### config.mk
export PLATFORM = sky130hd
export DESIGN_NAME = counting_sched_flat
export DESIGN_NICKNAME = d
export VERILOG_FILES = /design/src/rtl/counting_sched_if.sv /design/src/rtl/counting_sched.sv /design/src/flat_wrapper.sv
export SDC_FILE = /design/constraint.sdc
export NUM_CORES = 1
export LEC_CHECK = 0
export ABC_AREA = 1
export BUFFER_PORTS_ARGS = -buffer_cell sky130_fd_sc_hd__buf_2
export CORE_MARGIN = 3
export CORE_UTILIZATION = 45
export CTS_BUF_LIST = sky130_fd_sc_hd__clkbuf_4
export DETAILED_ROUTE_END_ITERATION = 6
export PLACE_DENSITY = 0.71
export SLEW_MARGIN = 25
export SYNTH_ARGS = -nofsm -noshare
export SYNTH_HDL_FRONTEND = slang
export SYNTH_SLANG_ARGS = --single-unit
### constraint.sdc
create_clock -name clk -period 4.76 [get_ports clk]
set_input_delay 1.19 -clock clk [delete_from_list [all_inputs] [get_ports clk]]
set_output_delay 1.19 -clock clk [all_outputs]
set_load 0.005 [all_outputs]
### src/rtl/counting_sched_if.sv
// counting_sched_if: symbol request/grant and hit report bundle for counting_sched
interface counting_sched_if #(parameter int IDW = 2);
  localparam int CH = 1 << IDW;
  logic [CH-1:0] req, clr, gnt, ans;
  logic [2*CH-1:0] num;
  logic hit;
  logic [IDW-1:0] hit_id;
  modport master (output req, num, clr, input gnt, ans, hit, hit_id);
  modport slave (input req, num, clr, output gnt, ans, hit, hit_id);
endinterface

### src/rtl/counting_sched.sv
// counting_sched: round-robin sharing of one 1-2-3 sequence detector across CH saved channel contexts
module counting_sched #(parameter int IDW = 2) (
  input logic clk,
  input logic reset,
  counting_sched_if.slave bus
);
  localparam int CH = 1 << IDW;
  logic [CH-1:0][1:0] ctx_q, ctx_d;
  logic [IDW-1:0] ptr_q, ptr_d, hit_id_q, hit_id_d, g, idx;
  logic hit_q, hit_d, any, take;
  logic [1:0] sym, cur, nxt;
  // rotating-priority search: first requester at or above ptr_q, wrapping
  always_comb begin
    any = 1'b0;
    g = '0;
    idx = '0;
    for (int k = 0; k < CH; k++) begin
      idx = ptr_q + k[IDW-1:0];
      if (!any && bus.req[idx]) begin
        any = 1'b1;
        g = idx;
      end
    end
  end
  assign take = any && !reset;
  assign bus.gnt = take ? CH'(1) << g : '0;
  assign cur = ctx_q[g];
  assign sym = bus.num[2*g +: 2];
  assign nxt = sym == 2'd1 ? 2'd1 :
               sym == 2'd2 ? ((cur == 2'd1 || cur == 2'd2) ? 2'd2 : 2'd0) :
               sym == 2'd3 ? (cur[1] ? 2'd3 : 2'd0) : 2'd0;
  // next contexts: clear wins over the granted update, pointer moves past the winner
  always_comb begin
    for (int i = 0; i < CH; i++)
      ctx_d[i] = bus.clr[i] ? 2'd0 : (take && g == i[IDW-1:0]) ? nxt : ctx_q[i];
    ptr_d = take ? g + 1'b1 : ptr_q;
    hit_d = take && !bus.clr[g] && nxt == 2'd3;
    hit_id_d = take ? g : hit_id_q;
  end
  // state registers with synchronous reset
  always_ff @(posedge clk) begin
    if (reset) begin
      ctx_q <= '0;
      ptr_q <= '0;
      hit_q <= 1'b0;
      hit_id_q <= '0;
    end else begin
      ctx_q <= ctx_d;
      ptr_q <= ptr_d;
      hit_q <= hit_d;
      hit_id_q <= hit_id_d;
    end
  end
  for (genvar i = 0; i < CH; i++) begin : g_ans
    assign bus.ans[i] = &ctx_q[i];
  end
  assign bus.hit = hit_q;
  assign bus.hit_id = hit_id_q;
endmodule

### src/flat_wrapper.sv
// flat-port wrapper written by rule: the top's interface ports become plain ports
module counting_sched_flat 
#(parameter int IDW = 2)
  (clk, reset, bus_req, bus_num, bus_clr, bus_gnt, bus_ans, bus_hit, bus_hit_id);
  counting_sched_if #(.IDW(IDW)) bus_i ();
  input logic clk;
  input logic reset;
  input wire logic [$bits(bus_i.req)-1:0] bus_req;
  input wire logic [$bits(bus_i.num)-1:0] bus_num;
  input wire logic [$bits(bus_i.clr)-1:0] bus_clr;
  output wire logic [$bits(bus_i.gnt)-1:0] bus_gnt;
  output wire logic [$bits(bus_i.ans)-1:0] bus_ans;
  output wire logic [$bits(bus_i.hit)-1:0] bus_hit;
  output wire logic [$bits(bus_i.hit_id)-1:0] bus_hit_id;
  assign bus_i.req = bus_req;
  assign bus_i.num = bus_num;
  assign bus_i.clr = bus_clr;
  assign bus_gnt = bus_i.gnt;
  assign bus_ans = bus_i.ans;
  assign bus_hit = bus_i.hit;
  assign bus_hit_id = bus_i.hit_id;
  counting_sched #(.IDW(IDW)) u_core (.clk(clk), .reset(reset), .bus(bus_i));
endmodule
==> flow_results.org <==
** Run status
- The flow ran to the end, and the final reports show no timing, DRC or antenna violations.

** Timing
- Final number of hold-violating endpoints :: 0
- Based on the critical path, the design can be clocked at up to 229 MHz.
- Count of final setup violators :: 0
- In this run the tightest slew margin relative to its limit is 69.4%.
- The number of max-slew violations in the final report came to 0.
- For the final routed database, the setup TNS stands at 0 ps.
- Setup repair after global routing left no endpoint under its margin.
- Pin slew with the least headroom to its limit :: 459 ps
- Worst clock skew :: 8.56 ps
- Final Cycle Share :: 91.8%
- Minimum clock period after layout :: 4370 ps

** Logic synthesis
- Of the total synthesized cell area, the portion taken by full adders, half adders and majority gates is 4.27%.
- Counting flops and latches in the post-synthesis netlist gives 13.
- dfxtp_1 takes more of the synthesized area than any other cell.
- Of all flip-flops after synthesis, the portion carrying an async set or reset was 0%.
- A synthesized cell averages 6.48 µm².
- The Yosys step of the flow raised 0 warnings.
- For this run, the leading register cell type out of synthesis is dfxtp_1.
- Of the post-synthesis cell area, the part taken by muxes is 0%.
- Share of the synthesized area in compound gates (AO/OA/AOI/OAI) :: 14.5%
- Of the post-synthesis cell area, the dominant cell type holds 22.2%.
- Basic-gate share of the synthesized area counting and, or, nand and nor cells :: 45.5%
- Sequential element share of the synthesized area :: 22.2%
- Xor/xnor share of the synthesized area :: 0%
- In the synthesized netlist, the number of instances is 181.
- The synthesized design contains 0 enable-type register cells.
- Largest family of logic cells by synthesized area :: simple AND/OR/NAND/NOR gates
- The number of different library cells used by synthesis comes to 25.
- When the netlist entered floorplanning its net count stood at 203.
- After synthesis the cells add up to 1170 µm².
- Cell types with the highest counts after synthesis :: nand2_1, inv_1, nand2_2, o21ai_0, dfxtp_1
- By area the synthesized netlist is led by dfxtp_1, nand2_1, inv_1.
- Leading cell type by number of instances after synthesis :: nand2_1

** Detailed routing
- The count of nets left with antenna violations once routing finished came out at 0.
- Via total after detailed routing :: 1231
- After detailed routing, the average wire length per cell comes to 11.4 µm.
- Dividing the detail-routed via count by the number of cells gives 5.17.
- Drc violations :: 0
- The first detailed-routing pass took 5 iterations.
- Detailed Route Iter0 Violations :: 67
- Post-detailed-routing wire length :: 2710 µm

** Clock network
- After clock tree synthesis, the clock-pin slew on the worst setup and hold paths is 70 ps.
- The number of gates resized after CTS was 0.
- The number of clock buffers added by TritonCTS is 3.
- Buffer levels on the longest clock path :: 2
- Once the clock tree was built, the setup fixing pass inserted 0 buffers.
- The tree is rooted in a clkbuf_4.
- Clock latency at the later pin of the worst-skew pair :: 280 ps
- Clock sink count :: 13
- CTS Hold Buffers Added :: 0
- Number of H-tree branching levels :: 1
- Clock tree from TritonCTS :: built

** Setup path
- Worst setup startpoint :: bus_req[3]
- The worst register-to-register path begins at u_core.ptr_q[0]$_SDFFE_PP0P_.
- In this run the worst path has a maximum fanout of 14.
- The setup path with the least slack is of type input pin to output port.
- Critical path endpoint category :: output port
- Measured in cells, the most critical reg-to-reg path has a length of 13.
- STA puts the critical path data arrival time at 3180 ps.
- Req. time, crit path :: 3570 ps
- Among all stages on the critical path, the largest delay is contributed by inv_1.
- STA classifies the critical path startpoint as an input pin.
- Cell repeated most along the worst path :: inv_1
- Walking the worst path, the cells encountered are buf_2 > inv_1 > nand2_1 > nand3_1 > nand2_1 > inv_1 > nand3_2 > nand3_2 > inv_1 > ha_1 > inv_1 > nor2_1 > buf_2.
- For this run, the slowest stage of the critical path takes 300 ps.

** Global route
- Total GRT Usage :: 17.2%
- First-pass GRT wire length :: 4610 µm
- Remaining global-route overflow :: 0
- The initial antenna violation count is 0.
- Vias in the first global route :: 1120
- Pin count of the biggest net entering global routing :: 15

** Layout
- Compared with the post-synthesis result, the final layout area differs by 14.9%.
- Fin nets :: 233
- The repair_antennas step left the layout with diodes totalling 0.
- Cells with a size suffix above 1 make up 32.9% of the layout.
- The layout has 218 filler cells.
- Once layout is complete, the cells apart from fillers number 238.

** Floorplanning
- Core region area :: 2340 µm²
- Measured along the x axis, the die boundary spans 57.0 µm.
- Starting density of the core :: 50.1%
- Floorplan die height :: 57.0 µm
- Die ar. :: 3250 µm²
- 29 I/O pins were placed.
- Standard-cell row count :: 17

** Place
- IO Port Bufs :: 28
- RePlAce Congestion :: 0.863
- Half-perimeter wire length of the detailed placement result :: 2260 µm
- Once placement completed, the tool counted placed cells totaling 234.

** Power and ir drop
- In this run the static leakage power is 0.747 nW.
- Cell Pwr Density :: 779 nW/µm²
- Max IR drop VDD :: 415 µV

** Worst hold path
- The worst hold path begins at u_core.bus.hit_id[0]$_SDFFE_PP0P_.
- Hold/Removal Path Class :: flip-flop to flip-flop
- Cell depth of the worst hold path :: 4

** Job
- Across the run, the number of max-cap violations was 0.
[registers in the layout, indices dropped and copies added, names as in the netlist]
signal             count
u_core.ctx_q           8
u_core.bus.hit_id      2
u_core.ptr_q           2
u_core.bus.hit         1
[path summary, 6_finish.rpt]
kind | to | slack (ps)
setup / recovery | bus_gnt[3] | 390
hold / removal | u_core.bus.hit_id[0]$_SDFFE_PP0P_ | 540
setup reg to reg | u_core.ctx_q[6]$_SDFFE_PP0P_ | 2070
hold reg to reg | u_core.bus.hit_id[0]$_SDFFE_PP0P_ | 540
[cell usage in the layout (no fill, tap or decap), drive strengths merged]
master / synthesis / routed
nand2: 60 / 60
inv: 33 / 33
buf: 3 / 28
nand3: 19 / 19
o21ai: 14 / 14
dfxtp: 13 / 13
nor2: 12 / 12
a21oi: 10 / 10
nand4: 6 / 6
ha: 4 / 4
clkbuf: 0 / 4
or2: 2 / 2
o211ai: 2 / 2
o21bai: 1 / 1
nor3: 1 / 1
a211oi: 1 / 1
[where the power goes]
group          total (W)  leakage, nW  switching [W]  internal [W]
logic           0.000807        0.623       0.000545      0.000262
clock network  0.0000723       0.0184      0.0000341     0.0000382
registers       0.000170        0.106      0.0000319      0.000138
[layout make-up]
class	count	area [µm²]	area share [%]
Clock buffer	4	30.0	2.23
Tap cell	28	35.0	2.60
Inverter	33	129	9.56
Timing Repair Buffer	28	140	10.4
Multi-Input combinational cell	132	753	55.9
Sequential cell	13	260	19.3
[critical path: cells and delay by family]
family / cells / cell delay (ps)
buffers and inverters: 6 / 730
adder cells (fa/ha/maj): 1 / 190
AND/OR/NAND/NOR: 6 / 1050
[routing by layer]
metal | vias up | track usage (%) | wire length (µm) | share of wire [%]
met2 | 42 | 25.3 | 1180 | 44
li1 | 637 | - | - | -
met1 | 548 | 25.8 | 1320 | 49
met3 | 4 | 2.49 | 178 | 6.6
met5 | - | 0 | 0 | 0
met4 | 0 | 5.30 | 32 | 1.2
[logic make-up after synthesis]
| family | after synthesis |
|---|---|
| AO/OA/AOI/OAI | 28 |
| adder cells (fa/ha/maj) | 4 |
| buffers and inverters | 36 |
| flip-flops | 13 |
| AND/OR/NAND/NOR | 100 |
[through the flow]
stage	total power [W]	setup slack, ps	cell area [µm²]	hold slack [ps]	utilization, %
floorplan	0.000835	1190	1170	516	-
global placement	0.000952	557	1320	542	56.3
detailed placement	0.000975	436	1320	530	56.3
CTS	0.00105	429	1350	542	57.6
global route	0.00116	128	1350	596	57.6
finish	0.00105	389	1350	541	57.6
Power figures use the tool's default switching activity.
